--- src/rtl/stride_read_scheduler_if.sv ---
// Bus bundle between the strided-read scheduler and its job controller / scratchpad consumer.
// The scheduler side takes the slave modport; the controller side takes master.
interface stride_read_scheduler_if #(
    parameter int ADDR_WIDTH = 8,
    parameter int CNT_WIDTH  = 8
);
    logic                  start;
    logic                  abort;
    logic [ADDR_WIDTH-1:0] start_ptr;
    logic [ADDR_WIDTH-1:0] stride_step;
    logic [CNT_WIDTH-1:0]  num_strides;
    logic [ADDR_WIDTH-1:0] end_ptr;
    logic                  ep_valid;
    logic [ADDR_WIDTH-1:0] wr_ptr;
    logic                  rd_ready;
    logic                  rd_en;
    logic [ADDR_WIDTH-1:0] rd_addr;
    logic                  stride_ended;
    logic [CNT_WIDTH-1:0]  stride_idx;
    logic [ADDR_WIDTH-1:0] free_ptr;
    logic                  busy;
    logic                  done;

    modport slave (
        input  start, abort, start_ptr, stride_step, num_strides,
        input  end_ptr, ep_valid, wr_ptr, rd_ready,
        output rd_en, rd_addr, stride_ended, stride_idx, free_ptr, busy, done
    );

    modport master (
        output start, abort, start_ptr, stride_step, num_strides,
        output end_ptr, ep_valid, wr_ptr, rd_ready,
        input  rd_en, rd_addr, stride_ended, stride_idx, free_ptr, busy, done
    );
endinterface

--- src/rtl/stride_read_scheduler.sv ---
// Walks strided reads through a circular scratchpad, stalling on the writer pointer,
// pulsing at every stride end and exporting the oldest live address for reclaim.
module stride_read_scheduler #(
    parameter int ADDR_WIDTH = 8,
    parameter int CNT_WIDTH  = 8
) (
    input  logic                    clk,
    input  logic                    rst_n,
    stride_read_scheduler_if.slave  bus
);
    typedef enum logic [1:0] {IDLE, READ, DONE} state_e;

    localparam logic [ADDR_WIDTH-1:0] ADDR_ONE = ADDR_WIDTH'(1);
    localparam logic [CNT_WIDTH-1:0]  CNT_ONE  = CNT_WIDTH'(1);

    state_e                state_q, state_d;
    logic [ADDR_WIDTH-1:0] base_q, base_d;
    logic [ADDR_WIDTH-1:0] cur_q, cur_d;
    logic [CNT_WIDTH-1:0]  strideIdx_q, strideIdx_d;
    logic [CNT_WIDTH-1:0]  numStrides_q, numStrides_d;
    logic                  ended_q, ended_d;

    logic                  rdEn;
    logic                  fire;
    logic                  strideEnd;
    logic [ADDR_WIDTH-1:0] nextBase;

    always_ff @(posedge clk or negedge rst_n) begin
        if (!rst_n) begin
            state_q      <= IDLE;
            base_q       <= '0;
            cur_q        <= '0;
            strideIdx_q  <= '0;
            numStrides_q <= '0;
            ended_q      <= 1'b0;
        end else begin
            state_q      <= state_d;
            base_q       <= base_d;
            cur_q        <= cur_d;
            strideIdx_q  <= strideIdx_d;
            numStrides_q <= numStrides_d;
            ended_q      <= ended_d;
        end
    end

    // An end pointer only terminates the stride once the producer has marked it final.
    assign fire      = rdEn && bus.rd_ready;
    assign strideEnd = fire && bus.ep_valid && (cur_q == bus.end_ptr);
    assign nextBase  = base_q + bus.stride_step;

    always_comb begin
        state_d      = state_q;
        base_d       = base_q;
        cur_d        = cur_q;
        strideIdx_d  = strideIdx_q;
        numStrides_d = numStrides_q;
        ended_d      = 1'b0;
        if (bus.abort) begin
            state_d = IDLE;
        end else begin
            unique case (state_q)
                IDLE: begin
                    if (bus.start) begin
                        base_d       = bus.start_ptr;
                        cur_d        = bus.start_ptr;
                        strideIdx_d  = '0;
                        numStrides_d = bus.num_strides;
                        state_d      = (bus.num_strides == '0) ? DONE : READ;
                    end
                end
                READ: begin
                    if (strideEnd) begin
                        ended_d = 1'b1;
                        if (strideIdx_q == numStrides_q - CNT_ONE) begin
                            state_d = DONE;
                        end else begin
                            base_d      = nextBase;
                            cur_d       = nextBase;
                            strideIdx_d = strideIdx_q + CNT_ONE;
                        end
                    end else if (fire) begin
                        cur_d = cur_q + ADDR_ONE;
                    end
                end
                DONE: state_d = IDLE;
                default: state_d = IDLE;
            endcase
        end
    end

    // cur == wr_ptr means nothing unread is left, so the request is withheld.
    always_comb begin
        rdEn             = (state_q == READ) && (cur_q != bus.wr_ptr) && !bus.abort;
        bus.rd_en        = rdEn;
        bus.rd_addr      = cur_q;
        bus.stride_ended = ended_q;
        bus.stride_idx   = strideIdx_q;
        bus.free_ptr     = base_q;
        bus.busy         = (state_q == READ) || (state_q == DONE);
        bus.done         = (state_q == DONE);
    end
endmodule

--- src/flat_wrapper.sv ---
// flat-port wrapper written by rule: the top's interface ports become plain ports
module stride_read_scheduler_flat 
#(
    parameter int ADDR_WIDTH = 8,
    parameter int CNT_WIDTH  = 8
)
  (clk, rst_n, bus_start, bus_abort, bus_start_ptr, bus_stride_step, bus_num_strides, bus_end_ptr, bus_ep_valid, bus_wr_ptr, bus_rd_ready, bus_rd_en, bus_rd_addr, bus_stride_ended, bus_stride_idx, bus_free_ptr, bus_busy, bus_done);
  stride_read_scheduler_if #(.ADDR_WIDTH(ADDR_WIDTH), .CNT_WIDTH(CNT_WIDTH)) bus_i ();
  input  logic clk;
  input  logic rst_n;
  input wire logic [$bits(bus_i.start)-1:0] bus_start;
  input wire logic [$bits(bus_i.abort)-1:0] bus_abort;
  input wire logic [$bits(bus_i.start_ptr)-1:0] bus_start_ptr;
  input wire logic [$bits(bus_i.stride_step)-1:0] bus_stride_step;
  input wire logic [$bits(bus_i.num_strides)-1:0] bus_num_strides;
  input wire logic [$bits(bus_i.end_ptr)-1:0] bus_end_ptr;
  input wire logic [$bits(bus_i.ep_valid)-1:0] bus_ep_valid;
  input wire logic [$bits(bus_i.wr_ptr)-1:0] bus_wr_ptr;
  input wire logic [$bits(bus_i.rd_ready)-1:0] bus_rd_ready;
  output wire logic [$bits(bus_i.rd_en)-1:0] bus_rd_en;
  output wire logic [$bits(bus_i.rd_addr)-1:0] bus_rd_addr;
  output wire logic [$bits(bus_i.stride_ended)-1:0] bus_stride_ended;
  output wire logic [$bits(bus_i.stride_idx)-1:0] bus_stride_idx;
  output wire logic [$bits(bus_i.free_ptr)-1:0] bus_free_ptr;
  output wire logic [$bits(bus_i.busy)-1:0] bus_busy;
  output wire logic [$bits(bus_i.done)-1:0] bus_done;
  assign bus_i.start = bus_start;
  assign bus_i.abort = bus_abort;
  assign bus_i.start_ptr = bus_start_ptr;
  assign bus_i.stride_step = bus_stride_step;
  assign bus_i.num_strides = bus_num_strides;
  assign bus_i.end_ptr = bus_end_ptr;
  assign bus_i.ep_valid = bus_ep_valid;
  assign bus_i.wr_ptr = bus_wr_ptr;
  assign bus_i.rd_ready = bus_rd_ready;
  assign bus_rd_en = bus_i.rd_en;
  assign bus_rd_addr = bus_i.rd_addr;
  assign bus_stride_ended = bus_i.stride_ended;
  assign bus_stride_idx = bus_i.stride_idx;
  assign bus_free_ptr = bus_i.free_ptr;
  assign bus_busy = bus_i.busy;
  assign bus_done = bus_i.done;
  stride_read_scheduler #(.ADDR_WIDTH(ADDR_WIDTH), .CNT_WIDTH(CNT_WIDTH)) u_core (.clk(clk), .rst_n(rst_n), .bus(bus_i));
endmodule
--- config.mk ---
export PLATFORM = sky130hd
export DESIGN_NAME = stride_read_scheduler_flat
export DESIGN_NICKNAME = d
export VERILOG_FILES = /design/src/rtl/stride_read_scheduler_if.sv /design/src/rtl/stride_read_scheduler.sv /design/src/flat_wrapper.sv
export SDC_FILE = /design/constraint.sdc
export NUM_CORES = 1
export LEC_CHECK = 0
export CORE_MARGIN = 2
export CORE_UTILIZATION = 50
export CTS_BUF_LIST = sky130_fd_sc_hd__clkbuf_4 sky130_fd_sc_hd__clkbuf_8
export DETAILED_ROUTE_END_ITERATION = 10
export GPL_ROUTABILITY_DRIVEN = 0
export PLACE_DENSITY = 0.82
export SLEW_MARGIN = 20
export SYNTH_ARGS = -nofsm -noshare
export SYNTH_HDL_FRONTEND = slang
export SYNTH_SLANG_ARGS = --single-unit
--- constraint.sdc ---
create_clock -name clk -period 4 [get_ports clk]
set_clock_uncertainty 0.15 [all_clocks]
set_input_delay 1.2 -clock clk [delete_from_list [all_inputs] [get_ports clk]]
set_output_delay 1.2 -clock clk [all_outputs]
set_load 0.01 [all_outputs]
=== After elaboration in Yosys (flattened, before gate mapping) ===
Index checks and enable logic that the tools add are counted.

* Multiplexer cells: 20
* Add/sub/neg operators: 4
* Shift operators: 0
* $mul: 0
* Bitwise operators: 1
* Eq/ne operators: 13
* Reductions and logical operators: 14
* Div/mod/pow operators: 0
* Magnitude comparators: 0

{| class="wikitable"
|+ Operator list
! operator !! count
|-
| $mux 8 || 8
|-
| $pmux 8 s2 || 3
|-
| $add 8x1->8 const B || 2
|-
| $eq 8x8->1 || 2
|-
| $mux 2 || 5
|-
| $reduce_and 5->1 || 2
|-
| $add 8x8->8 || 1
|-
| $logic_not 8->1 || 1
|-
| $ne 8x8->1 || 1
|-
| $sub 8x1->8 const B || 1
|-
| $ne 3x2->1 const B || 2
|-
| $ne 3x3->1 const B || 2
|-
| $reduce_and 3->1 || 2
|-
| $logic_and 1x1->1 || 5
|-
| $ne 2x2->1 const B || 2
|-
| $pmux 2 s2 || 1
|-
| $mux 1 || 3
|-
| $ne 3x1->1 const B || 1
|-
| $eq 2x1->1 const B || 1
|-
| $eq 2x2->1 const B || 1
|-
| $logic_not 2->1 || 1
|-
| $ne 2x1->1 const B || 1
|-
| $reduce_bool 2->1 || 1
|-
| $logic_not 1->1 || 1
|-
| other kinds (2) || 2
|}

* Bits in latches: 0
* Output and inout bits: 28
* Register bits after elaboration: 35
* Input port bits: 46
* Bits in writable memories: 0
* Memories: 0
* ROM bits: 0
* Word-level logic and storage cells: 58

=== Longest topological paths before layout ===
* Depth after elaboration: 9
* Depth in mapped cells: 10
* Gate-level depth less buffers: 10

=== Worst setup path before layout ===
Ideal clock, no wire load.

* Path type: input to register
* Start: in bus_abort
* End: reg u_core.cur_q[7] (netlist: u_core.bus.rd_addr[7])
* Data arrival time: 3.077 ns
* Data required time: 3.725 ns
* Path buffers: 1
* Stages on the path: 7
* Slack: 0.648 ns
* Cells stage by stage: and2b_1 > o311ai_4 > or4_1 > buf_6 > mux2_4 > mux2_2 > mux2_2

* Cells in the longest elaborated chain, start to end: 7

{| class="wikitable"
|+ Ends and longest elaborated chain
! item !! RTL line !! RTL
|-
| start, declared || flat_wrapper.sv:12 || <nowiki>input wire logic [$bits(bus_i.abort)-1:0] bus_abort;</nowiki>
|-
| $logic_not 1->1 || stride_read_scheduler.sv:93 || <nowiki>rdEn = (state_q == READ) && (cur_q != bus.wr_ptr) && !bus.abort;</nowiki>
|-
| $logic_and 1x1->1 || stride_read_scheduler.sv:93 ||
|-
| $logic_and 1x1->1 || stride_read_scheduler.sv:47 || <nowiki>assign fire = rdEn && bus.rd_ready;</nowiki>
|-
| $logic_and 1x1->1 (2 in series) || stride_read_scheduler.sv:48 || <nowiki>assign strideEnd = fire && bus.ep_valid && (cur_q == bus.end_ptr);</nowiki>
|-
| $ne 3x1->1 (no line) (tied with other cells) || -- ||
|-
| $reduce_and 5->1 (no line) / $pmux 8 s2 (equally long branches) || -- ||
|-
| end signal, assigned || stride_read_scheduler.sv:39 || <nowiki>cur_q <= cur_d;</nowiki>
|-
| end, declared || stride_read_scheduler.sv:18 || <nowiki>logic [ADDR_WIDTH-1:0] cur_q, cur_d;</nowiki>
|}

Parallel ways exist; a longest one is shown, timed or not.
A chain may end at the register's enable or synchronous reset.

=== Worst setup path after layout ===
* Start: in bus_wr_ptr[2]
* End: out bus_rd_en

* Cells in the longest elaborated chain, start to end: 3

{| class="wikitable"
|+ Ends and longest elaborated chain
! item !! RTL line !! RTL
|-
| start, declared || flat_wrapper.sv:18 || <nowiki>input wire logic [$bits(bus_i.wr_ptr)-1:0] bus_wr_ptr;</nowiki>
|-
| $ne 8x8->1 || stride_read_scheduler.sv:93 ||
|-
| $logic_and 1x1->1 (2 in series) || stride_read_scheduler.sv:93 ||
|-
| end, declared || flat_wrapper.sv:20 || <nowiki>output wire logic [$bits(bus_i.rd_en)-1:0] bus_rd_en;</nowiki>
|}

No other way between the ends.

==> reports/results.tsv <==
metric	value	unit
ys_async_sr_fraction	1.00	
avgSynthCellArea	9.49	um2
hpwl	5.35	mm
met1_length	2.85	mm
htree_num_levels	2	
r2r_end	u_core.bus.stride_idx[6]	
synth_cell_types	62	
finalCriticalPeriod	3830	ps
cts_sinks	35	
crit_chain	clkdlybuf4s50_1, xnor2_2, nand4_2, o31a_1, dlygate4sd2_1	
worstReg2RegStart	u_core.numStrides_q[0]	
ys_warn_count	0	
grt_pass1_vias	2584	
ys.flop_type	dfrtp_1	
io_pins	74	
period_share	0.959	
dieHeight	77.8	um
grt_max_degree	36	
antenna_found_initial	0	
placed_cells	430	
io_buffers	73	
wl_met3	313	um
crit_end	bus_rd_en	
netlist_area	2720	um2
cts_tree	done	
n_antenna_cell	0	
die_w	77.8	um
ys_ff_latch	35	
r2r_cells	11	
grt_first_pass_wirelength	11.6	mm
slew_violations	0	
crit_path_max_fanout	2	
root_buffer	clkbuf_8	
arrival	2480	ps
hold_buffers	0	
required	2650	ps
drtPass1Iterations	4	
peakVddDrop	0.328	mV
clock_latency	290	ps
p_leak	1.51	nW
viasPerCell	5.65	
die_area	6050	um2
worst_slew_pin_slew	612	ps
drtAntennaViolNets	0	
cts_buffers	5	
core_area	5170	um2
drv_cap	0	
finalWirelength	6.84	mm
drive_gt1_frac	0.141	
fmax	261	MHz
total_power	1.97	mW
ys_seq_area_frac	0.322	
grtUsageTotal	0.240	
worst_setup_path_end_kind	output port	
r2r_slack	1040	ps
yosys-top-cells-area	dfrtp_1 32%, xnor2_1 10%, mux2_2 7.0%, ha_1 6.0%, a21oi_1 2.6%	
route.met2.wl	3.59	mm
worstHoldPathCells	1	
finalSetupViolations	0	
nNetsFinal	427	
stdcell_count	438	
crit_start	bus_wr_ptr[2]	
syn-num-nets	347	
synth_largest_area_cell	dfrtp_1	
crit_slowest_cell	clkdlybuf4s50_1	
clockBufferDepth	2	
highest_layer	met4	
areaGrowthSynthToFinish	36.1	%
clk_pin_slew_worst_paths	70	ps
fillers	397	
rsz0062_at_grt	false	
p_per_area	532	nW/um2
crit_path_start_kind	input port	
cp_slowest_stage_delay	500	ps
start_util	0.526	
wl_per_cell	15.6	um
hold_path_class	reg2reg	
status	finished clean	
hold_viol	0	
rows	26	
synth_cells	287	
synth-edff-count	0	
vias	2474	
yosysTopAreaCellShare	0.322	
grt-ovfl-total	0	
slew_headroom	0.589	
path_class	in2out	
drtIter0Drc	87	
drc	0	
-- cells in the mapped netlist, types with 2 or more instances --
| library cell | instances |
|---|---|
| mux2i_1 | 2 |
| a221o_1 | 6 |
| and3_1 | 6 |
| nor2_1 | 11 |
| ha_1 | 13 |
| xnor2_1 | 31 |
| a211o_1 | 3 |
| mux2_2 | 17 |
| nor4_1 | 4 |
| dfrtp_1 | 35 |
| a21o_1 | 2 |
| xor2_1 | 4 |
| nor2b_1 | 6 |
| o221ai_1 | 2 |
| nand3_1 | 9 |
| buf_2 | 5 |
| a211oi_1 | 2 |
| and2_1 | 7 |
| o31ai_1 | 7 |
| nand4_1 | 3 |
| clkbuf_1 | 7 |
| or3_1 | 2 |
| o21ai_0 | 7 |
| o211ai_1 | 5 |
| or2_2 | 2 |
| a31oi_1 | 2 |
| inv_1 | 17 |
| nor3_1 | 7 |
| a21oi_1 | 14 |
| nand2b_1 | 2 |
| o31a_1 | 2 |
| nand2_1 | 11 |
| or4_1 | 4 |
| and3b_1 | 2 |
-- layout by cell type (no fill, tap or decap), types with 2 or more instances in the layout --
| master | instances |
|---|---|
| a211o_1 | 3 |
| a211oi_1 | 2 |
| a21o_1 | 2 |
| a21oi_1 | 14 |
| a221o_1 | 6 |
| a31oi_1 | 2 |
| and2_1 | 7 |
| and3_1 | 6 |
| and3b_1 | 2 |
| buf_4 | 15 |
| clkbuf_8 | 6 |
| clkdlybuf4s50_1 | 72 |
| dfrtp_1 | 35 |
| ha_1 | 13 |
| inv_1 | 17 |
| mux2_2 | 17 |
| mux2i_1 | 2 |
| nand2_1 | 11 |
| nand2b_1 | 2 |
| nand3_1 | 9 |
| nand4_1 | 3 |
| nor2_1 | 11 |
| nor2b_1 | 6 |
| nor3_1 | 7 |
| nor4_1 | 4 |
| o211ai_1 | 5 |
| o21ai_0 | 7 |
| o221ai_1 | 2 |
| o31a_1 | 2 |
| o31ai_1 | 7 |
| or2_2 | 2 |
| or3_1 | 2 |
| or4_1 | 4 |
| xnor2_1 | 30 |
| xor2_1 | 4 |
-- registers in the layout, summed over array words and instances, names as in the netlist --
| register | cells |
|---|---|
| u_core.numStrides_q | 8 |
| u_core.bus.rd_addr | 8 |
| u_core.bus.stride_ended | 1 |
| u_core.state_q | 2 |
| u_core.bus.free_ptr | 8 |
| u_core.bus.stride_idx | 8 |
-- how the worst min path moves through the flow --
stage	from	to
after floorplan	u_core.state_q[0]	u_core.state_q[0]
after global placement	u_core.numStrides_q[7]	u_core.numStrides_q[7]
after detailed placement	u_core.numStrides_q[7]	u_core.numStrides_q[7]
after CTS	u_core.numStrides_q[7]	u_core.numStrides_q[7]
after global routing	u_core.numStrides_q[7]	u_core.numStrides_q[7]
final	u_core.numStrides_q[7]	u_core.numStrides_q[7]
-- cell families (layout without fill, tap and decap cells) --
kind of cell	Yosys count	after routing	synth area share
simple gates	88	88	0.191
compound gates	63	63	0.174
xor+xnor	35	35	0.113
flops	35	35	0.322
buf+inv	32	113	0.0506
mux	20	20	0.0832
fa+ha+maj	14	14	0.0671
-- layout make-up --
class / instances / area [um2] / area share
clock inverters: 2 / 35.0 / 0.00946
flip-flops and latches: 35 / 876 / 0.236
inverters: 17 / 63.8 / 0.0172
repair buffers: 88 / 842 / 0.227
multi-input cells: 220 / 1720 / 0.464
clock buffers: 6 / 82.6 / 0.0223
well taps: 70 / 87.6 / 0.0236
-- metal layers --
metal	GRT usage	vias up
li1	-	1213
met1	0.277	1181
met2	0.444	72
met3	0.0477	8
met4	0.0696	0
met5	0	-
-- what timing repair did --
item | in CTS | in global routing
buffers inserted | 0 | 0
resized for setup | 3 | 0
setup endpoints to repair | 1 | 0
-- through the flow --
step	TNS (ps)	hold slack (ps)	area [um2]	setup slack (ps)	util
after detailed placement	-66.5	376	3580	-66.5	0.692
after CTS	0	393	3700	144	0.716
after floorplan	0	344	2720	648	-
after global routing	0	404	3700	103	0.716
final	0	386	3700	165	0.716
after global placement	-36.5	363	3580	-36.5	0.692
-- worst max-delay path: cells and delay by family --
kind | cells | cell delay [ps]
buffers and inverters | 2 | 780
xor gates and xnor gates | 1 | 130
and+or+nand+nor | 1 | 130
AOI/OAI and AO/OA | 1 | 240
-- power by group --
group | internal (mW) | switching, mW | leakage, nW | total (mW)
logic | 0.569 | 0.444 | 1.01 | 1.01
clock network | 0.202 | 0.130 | 0.0612 | 0.332
registers | 0.459 | 0.166 | 0.439 | 0.625
total | 1.23 | 0.740 | 1.51 | 1.97
(Power assumes the default switching activity.)
